## src/rtl/pipeline_fwd_src.sv

```systemverilog
// Forwarding source registers (p34/p45/p52) and load-use stall detect.
// Define PIPE_PERF_CNT_EN to add saturating stall/flush counters.
module pipeline_fwd_src #(
  parameter int DATA_WIDTH     = 16,
  parameter int REG_ADDR_WIDTH = 4
) (
  input  logic                      clk,
  input  logic                      RST,
  input  logic                      ex_wr_en,
  input  logic                      ex_is_load,
  input  logic [REG_ADDR_WIDTH-1:0] ex_addr,
  input  logic [DATA_WIDTH-1:0]     ex_data,
  input  logic [DATA_WIDTH-1:0]     mem_rdata,
  input  logic                      flush,
  input  logic [REG_ADDR_WIDTH-1:0] A_addr,
  input  logic [REG_ADDR_WIDTH-1:0] B_addr,
  input  logic                      A_used,
  input  logic                      B_used,
  output logic [REG_ADDR_WIDTH-1:0] reg_addr_p34,
  output logic [REG_ADDR_WIDTH-1:0] reg_addr_p45,
  output logic [REG_ADDR_WIDTH-1:0] reg_addr_p52,
  output logic [DATA_WIDTH-1:0]     reg_data_p34,
  output logic [DATA_WIDTH-1:0]     reg_data_p45,
  output logic [DATA_WIDTH-1:0]     reg_data_p52,
  output logic                      rf_we,
  output logic                      stall
`ifdef PIPE_PERF_CNT_EN
  ,
  output logic [15:0]               stall_cnt,
  output logic [15:0]               flush_cnt
`endif
);

  localparam logic [REG_ADDR_WIDTH-1:0] RZ = '0;
  localparam logic [DATA_WIDTH-1:0]     DZ = '0;

  logic [REG_ADDR_WIDTH-1:0] a34_q, a34_d;
  logic [REG_ADDR_WIDTH-1:0] a45_q, a45_d;
  logic [REG_ADDR_WIDTH-1:0] a52_q, a52_d;
  logic [DATA_WIDTH-1:0]     d34_q, d34_d;
  logic [DATA_WIDTH-1:0]     d45_q, d45_d;
  logic [DATA_WIDTH-1:0]     d52_q, d52_d;
  logic                      ld34_q, ld34_d;
  logic                      p34_vld;
  logic                      a_hit, b_hit;

  // Flush and r0 both turn the slot into a bubble.
  assign p34_vld = ex_wr_en && !flush && (ex_addr != RZ);

  always_comb begin
    a34_d  = RZ;
    d34_d  = DZ;
    ld34_d = 1'b0;
    if (p34_vld) begin
      a34_d  = ex_addr;
      d34_d  = ex_data;
      ld34_d = ex_is_load;
    end
  end

  always_comb begin
    a45_d = a34_q;
    d45_d = ld34_q ? mem_rdata : d34_q;
    a52_d = a45_q;
    d52_d = d45_q;
  end

  always_ff @(posedge clk or posedge RST) begin
    if (RST) begin
      a34_q  <= RZ;
      d34_q  <= DZ;
      ld34_q <= 1'b0;
      a45_q  <= RZ;
      d45_q  <= DZ;
      a52_q  <= RZ;
      d52_q  <= DZ;
    end else begin
      a34_q  <= a34_d;
      d34_q  <= d34_d;
      ld34_q <= ld34_d;
      a45_q  <= a45_d;
      d45_q  <= d45_d;
      a52_q  <= a52_d;
      d52_q  <= d52_d;
    end
  end

  assign a_hit = A_used && (A_addr == a34_q);
  assign b_hit = B_used && (B_addr == a34_q);
  assign stall = ld34_q && (a34_q != RZ) && (a_hit || b_hit);

  assign reg_addr_p34 = a34_q;
  assign reg_addr_p45 = a45_q;
  assign reg_addr_p52 = a52_q;
  assign reg_data_p34 = d34_q;
  assign reg_data_p45 = d45_q;
  assign reg_data_p52 = d52_q;
  assign rf_we        = (a52_q != RZ);

`ifdef PIPE_PERF_CNT_EN
  logic [15:0] scnt_q, scnt_d;
  logic [15:0] fcnt_q, fcnt_d;

  always_comb begin
    scnt_d = scnt_q;
    fcnt_d = fcnt_q;
    if (stall && scnt_q != 16'hFFFF)
      scnt_d = scnt_q + 16'd1;
    if (flush && fcnt_q != 16'hFFFF)
      fcnt_d = fcnt_q + 16'd1;
  end

  always_ff @(posedge clk or posedge RST) begin
    if (RST) begin
      scnt_q <= 16'd0;
      fcnt_q <= 16'd0;
    end else begin
      scnt_q <= scnt_d;
      fcnt_q <= fcnt_d;
    end
  end

  assign stall_cnt = scnt_q;
  assign flush_cnt = fcnt_q;
`endif

endmodule

```

## config.mk

```make
export PLATFORM = sky130hd
export DESIGN_NAME = pipeline_fwd_src
export DESIGN_NICKNAME = d
export VERILOG_FILES = /design/src/rtl/pipeline_fwd_src.sv
export SDC_FILE = /design/constraint.sdc
export NUM_CORES = 1
export LEC_CHECK = 0
export ABC_CLOCK_PERIOD_IN_PS = 2350
export CORE_MARGIN = 2
export CORE_UTILIZATION = 37
export CTS_CLUSTER_DIAMETER = 80
export DETAILED_ROUTE_END_ITERATION = 6
export PLACE_DENSITY = 0.75
export SYNTH_ARGS = -nofsm -noshare
export SYNTH_HDL_FRONTEND = slang
export SYNTH_SLANG_ARGS = --single-unit
```

## constraint.sdc

```tcl
create_clock -name clk -period 2.35 [get_ports clk]
set_input_delay 0.235 -clock clk [delete_from_list [all_inputs] [get_ports clk]]
set_output_delay 0.235 -clock clk [all_outputs]
set_load 0.02 [all_outputs]
```

==> reports/summary.log, run 1 <==
[logic_synthesis] number of warning messages in the yosys log 0
[timing] setup repair after global routing missed its margin no
[cells_and_area] number of antenna cells inserted 0
[worst_hold_path] Hold WC Path Type in2async
[clocking] count of clock tree sinks 61
[timing] fin worst setup slack 0.259 ns
[placement] post-detail-place hpwl 3690 um
[setup_path] Register-to-Register Setup Slack 1.23 ns
[logic_synthesis] count of flip-flops with a built-in enable after synthesis 0
[setup_path] source of the worst register-to-register timing path ld34_q
[timing] headroom to the max-slew limit 0.374
[timing] final critical-path share of the clock period 0.890
[setup_path] start-to-end type of the worst setup path reg2out
[logic_synthesis] leading cell types by total area after synthesis dfrtp_1 76%, mux2_2 9.0%, and2_1 6.3%, xor2_1 2.6%, xnor2_1 0.88%
[timing] number of failing setup endpoints in the final timing report 0
[detailed_routing] post-detailed-route DRC marker count 0
[floorplanning] Die Ht 77.4 um
[setup_path] slowest cell on the critical path dfrtp_1
[logic_synthesis] flip-flop cell with the highest count after synthesis dfrtp_1
[clocking] CTS Hold Bufs 0
[pwr] Peak supply drop 0.422 mV
[placement] placed standard-cell area 3210 um^2
[logic_synthesis] post-synthesis instance total 120
[clocking] number of buffers inserted to repair setup after CTS 0
[detailed_routing] post-DR vias/cell 4.38
[logic_synthesis] ranking of synthesized cells by instance count 61 x dfrtp_1, 20 x and2_1, 16 x mux2_2
[floorplanning] die span in x 77.4 um
[timing] max-slew violation count 0
[clocking] number of CTS-inserted buffers 9
[floorplanning] starting utilization of the core area 0.386
[cells_and_area] core occupancy in the finished layout 0.664
[setup_path] crit path DAT 1.86 ns
[setup_path] Worst path max stage delay 0.46 ns
[logic_synthesis] post-synthesis instance area 2000 um^2
[setup_path] crit-path leading delay family flip-flops
[placement] Placed Cells 300
[detailed_routing] number of nets still failing antenna checks after routing 0
[detailed_routing] iteration count of the initial detailed-routing pass 4
[timing] total negative setup slack 0 ns
[timing] Final Skew 0.00456 ns
[placement] Worst Setup Slack post-DPL 0.175 ns
[setup_path] depth of the worst register-to-register path 2
[floorplanning] Core Region 5170 um^2
[logic_synthesis] FF+latch count, synth 61
[clocking] clock root buffer clkbuf_8
[outcome] status finished clean
[clocking] clock insertion delay at the later pin of the skew report 0.33 ns
[clocking] post-cts gate resize count 1
[setup_path] element type at the critical path start flip-flop
[placement] number of I/O port buffers 112
[detailed_routing] via count of the routed design 1383
[placement] final estimated routing congestion in global placement 0.806
[logic_synthesis] Yosys top cell area share 0.765
[setup_path] FF-to-FF End reg_data_p45[0]
[detailed_routing] post-detailed-routing wire length 4880 um
[setup_path] cell-by-cell listing of the critical path xor2_1 > nor3_1 > nand3_1 > a21oi_1 > dlygate4sd2_1
[global_routing] global route total overflow 0
[clocking] clock-pin transition on the worst setup and hold timing paths 0.06 ns
[logic_synthesis] count leader, synth dfrtp_1
[cells_and_area] number of nets in the layout 292
[timing] total count of hold-check failures in the final report 0
[global_routing] overall global routing resource usage 0.175
[logic_synthesis] area leader, netlist dfrtp_1
[pwr] power per unit of standard cell area 728 nW/um^2
[logic_synthesis] synth unique cells 16
[cells_and_area] final instance count without filler cells 316
[clocking] maximum buffer depth of the clock tree 2
[floorplanning] die footprint 6000 um^2
[floorplanning] floorplan row count 26
[cells_and_area] growth of design area from synthesis to finish 72.1%
[global_routing] initial antenna violation count 0
[global_routing] first-pass GRT wire length 7680 um
[logic_synthesis] sequential element share of the synthesized area 0.765
[setup_path] required time of the critical path 2.12 ns
[setup_path] number of buffer and inverter instances along the worst setup path 1
[setup_path] maximum fanout count along the critical path 5
[detailed_routing] violation count after the first detailed-routing iteration 41
[logic_synthesis] number of nets produced by synthesis 171
[flow_run] number of max-cap violations 0
[timing] maximum frequency from static timing analysis 0.478 GHz
[pwr] Lkg Pwr 0.00156 uW
[cells_and_area] share of layout cells above drive strength 1 0.142
[global_routing] vias in the first global route 1462
[logic_synthesis] average cell area after synthesis 16.6 um^2
[detailed_routing] average detailed-routed wire length per instance 15.4 um
[cells_and_area] post-route cell area 3430 um^2
[global_routing] maximum number of pins on one net before global-route repair 62
[setup_path] Worst Setup End Kind output pin
[logic_synthesis] proportion of register bits with asynchronous set or reset after synthesis 1.00
[clocking] TritonCTS clock tree built
[timing] final critical delay including setup and external delays 2.09 ns
[timing] Worst-Margin Slew 0.934 ns
[clocking] H-tree depth reported by CTS 3
[floorplanning] io pins 113
==> cells in the final DEF (no fill, tap or decap), drive strengths merged <==
master         Yosys  layout
mux2              16      16
clkinv             0       2
dfrtp             61      61
a21oi              1       1
or4                1       1
buf                4       2
dlygate4sd2        0       1
xor2               6       6
and2              20      20
bufinv             0       2
nor3b              1       1
nand3              2       2
xnor2              2       2
inv                1       1
clkdlybuf4s50      0     111
clkbuf             0      12
and3b              1       1
nor4               1       1
nor3               2       2
o41ai              1       1
==> cell families (layout without fill, tap and decap cells) <==
kind of cell,count (synthesis),in the layout,share of synthesized area
muxes,16,16,0.0903
and+or+nand+nor,28,28,0.0878
DFF,61,61,0.765
buffers and inverters,5,131,0.0150
xor gates and xnor gates,8,8,0.0351
AOI/OAI and AO/OA,2,2,0.00689
==> sequential cells by signal, indices dropped and copies added, names as in the netlist <==
| register | flops |
|---|---|
| reg_addr_p52 | 4 |
| ld34_q | 1 |
| reg_data_p34 | 16 |
| reg_addr_p45 | 4 |
| reg_data_p52 | 16 |
| reg_data_p45 | 16 |
| reg_addr_p34 | 4 |
==> worst reg2reg max path, delay by kind of cell, from the launching register on <==
kind / cells / cell delay, ns
buffers and inverters: 1 / 0.26
multiplexers: 1 / 0.38
flip-flops: 1 / 0.37
==> report_power, final <==
group | switching [uW] | internal [uW] | leakage, uW
Sequential | 26.5 | 1100 | 0.000816
Combinational | 147 | 196 | 0.000632
Clock | 378 | 651 | 0.000116
==> how the worst max path moves through the flow <==
stage                     from      to  slack, ns  depth (start not counted)
2_1_floorplan              RST  ld34_q       0.60                          1
3_3_place_gp         A_addr[1]   stall       0.29                          6
5_1_grt        reg_addr_p34[1]   stall       0.19                          5
3_5_place_dp         B_addr[0]   stall       0.17                          6
6_report       reg_addr_p34[1]   stall       0.26                          5
4_1_cts        reg_addr_p34[1]   stall       0.26                          5
==> layer usage <==
metal / GRT usage / routed length (um) / vias up
met2: 0.301 / 2660 / 43
li1: - / - / 637
met1: 0.206 / 1930 / 690
met4: 0.105 / 136 / 0
met5: 0 / 0 / -
met3: 0.0279 / 149 / 13
==> area by class of cell <==
type | count | area, um^2
inverters | 1 | 3.75
clock inverters | 4 | 70.1
repair buffers | 114 | 1150
clock buffers | 12 | 155
well taps | 70 | 87.6
fillers | 378 | 1740
flip-flops and latches | 61 | 1530
multi-input cells | 54 | 444
==> through the flow <==
stage               hold slack (ns)  total power [uW]
global placement              0.356              1490
finish                        0.294              2500
floorplan                     0.364              1280
CTS                           0.303              2530
global route                  0.325              2600
detailed placement            0.357              1500
(Power assumes the default switching activity.)
==> inputs of run 2 (changes only) <==
CTS_CLUSTER_SIZE = 30   (was unset)
==> results of run 2 <==
Same layout as run 1: the final DEF is identical, and so are final timing and power.
==> inputs of run 3 (changes only) <==
CTS_CLUSTER_DIAMETER = 200   (was 80)
==> results of run 3 <==
Same layout as run 1: the final DEF is identical, and so are final timing and power.
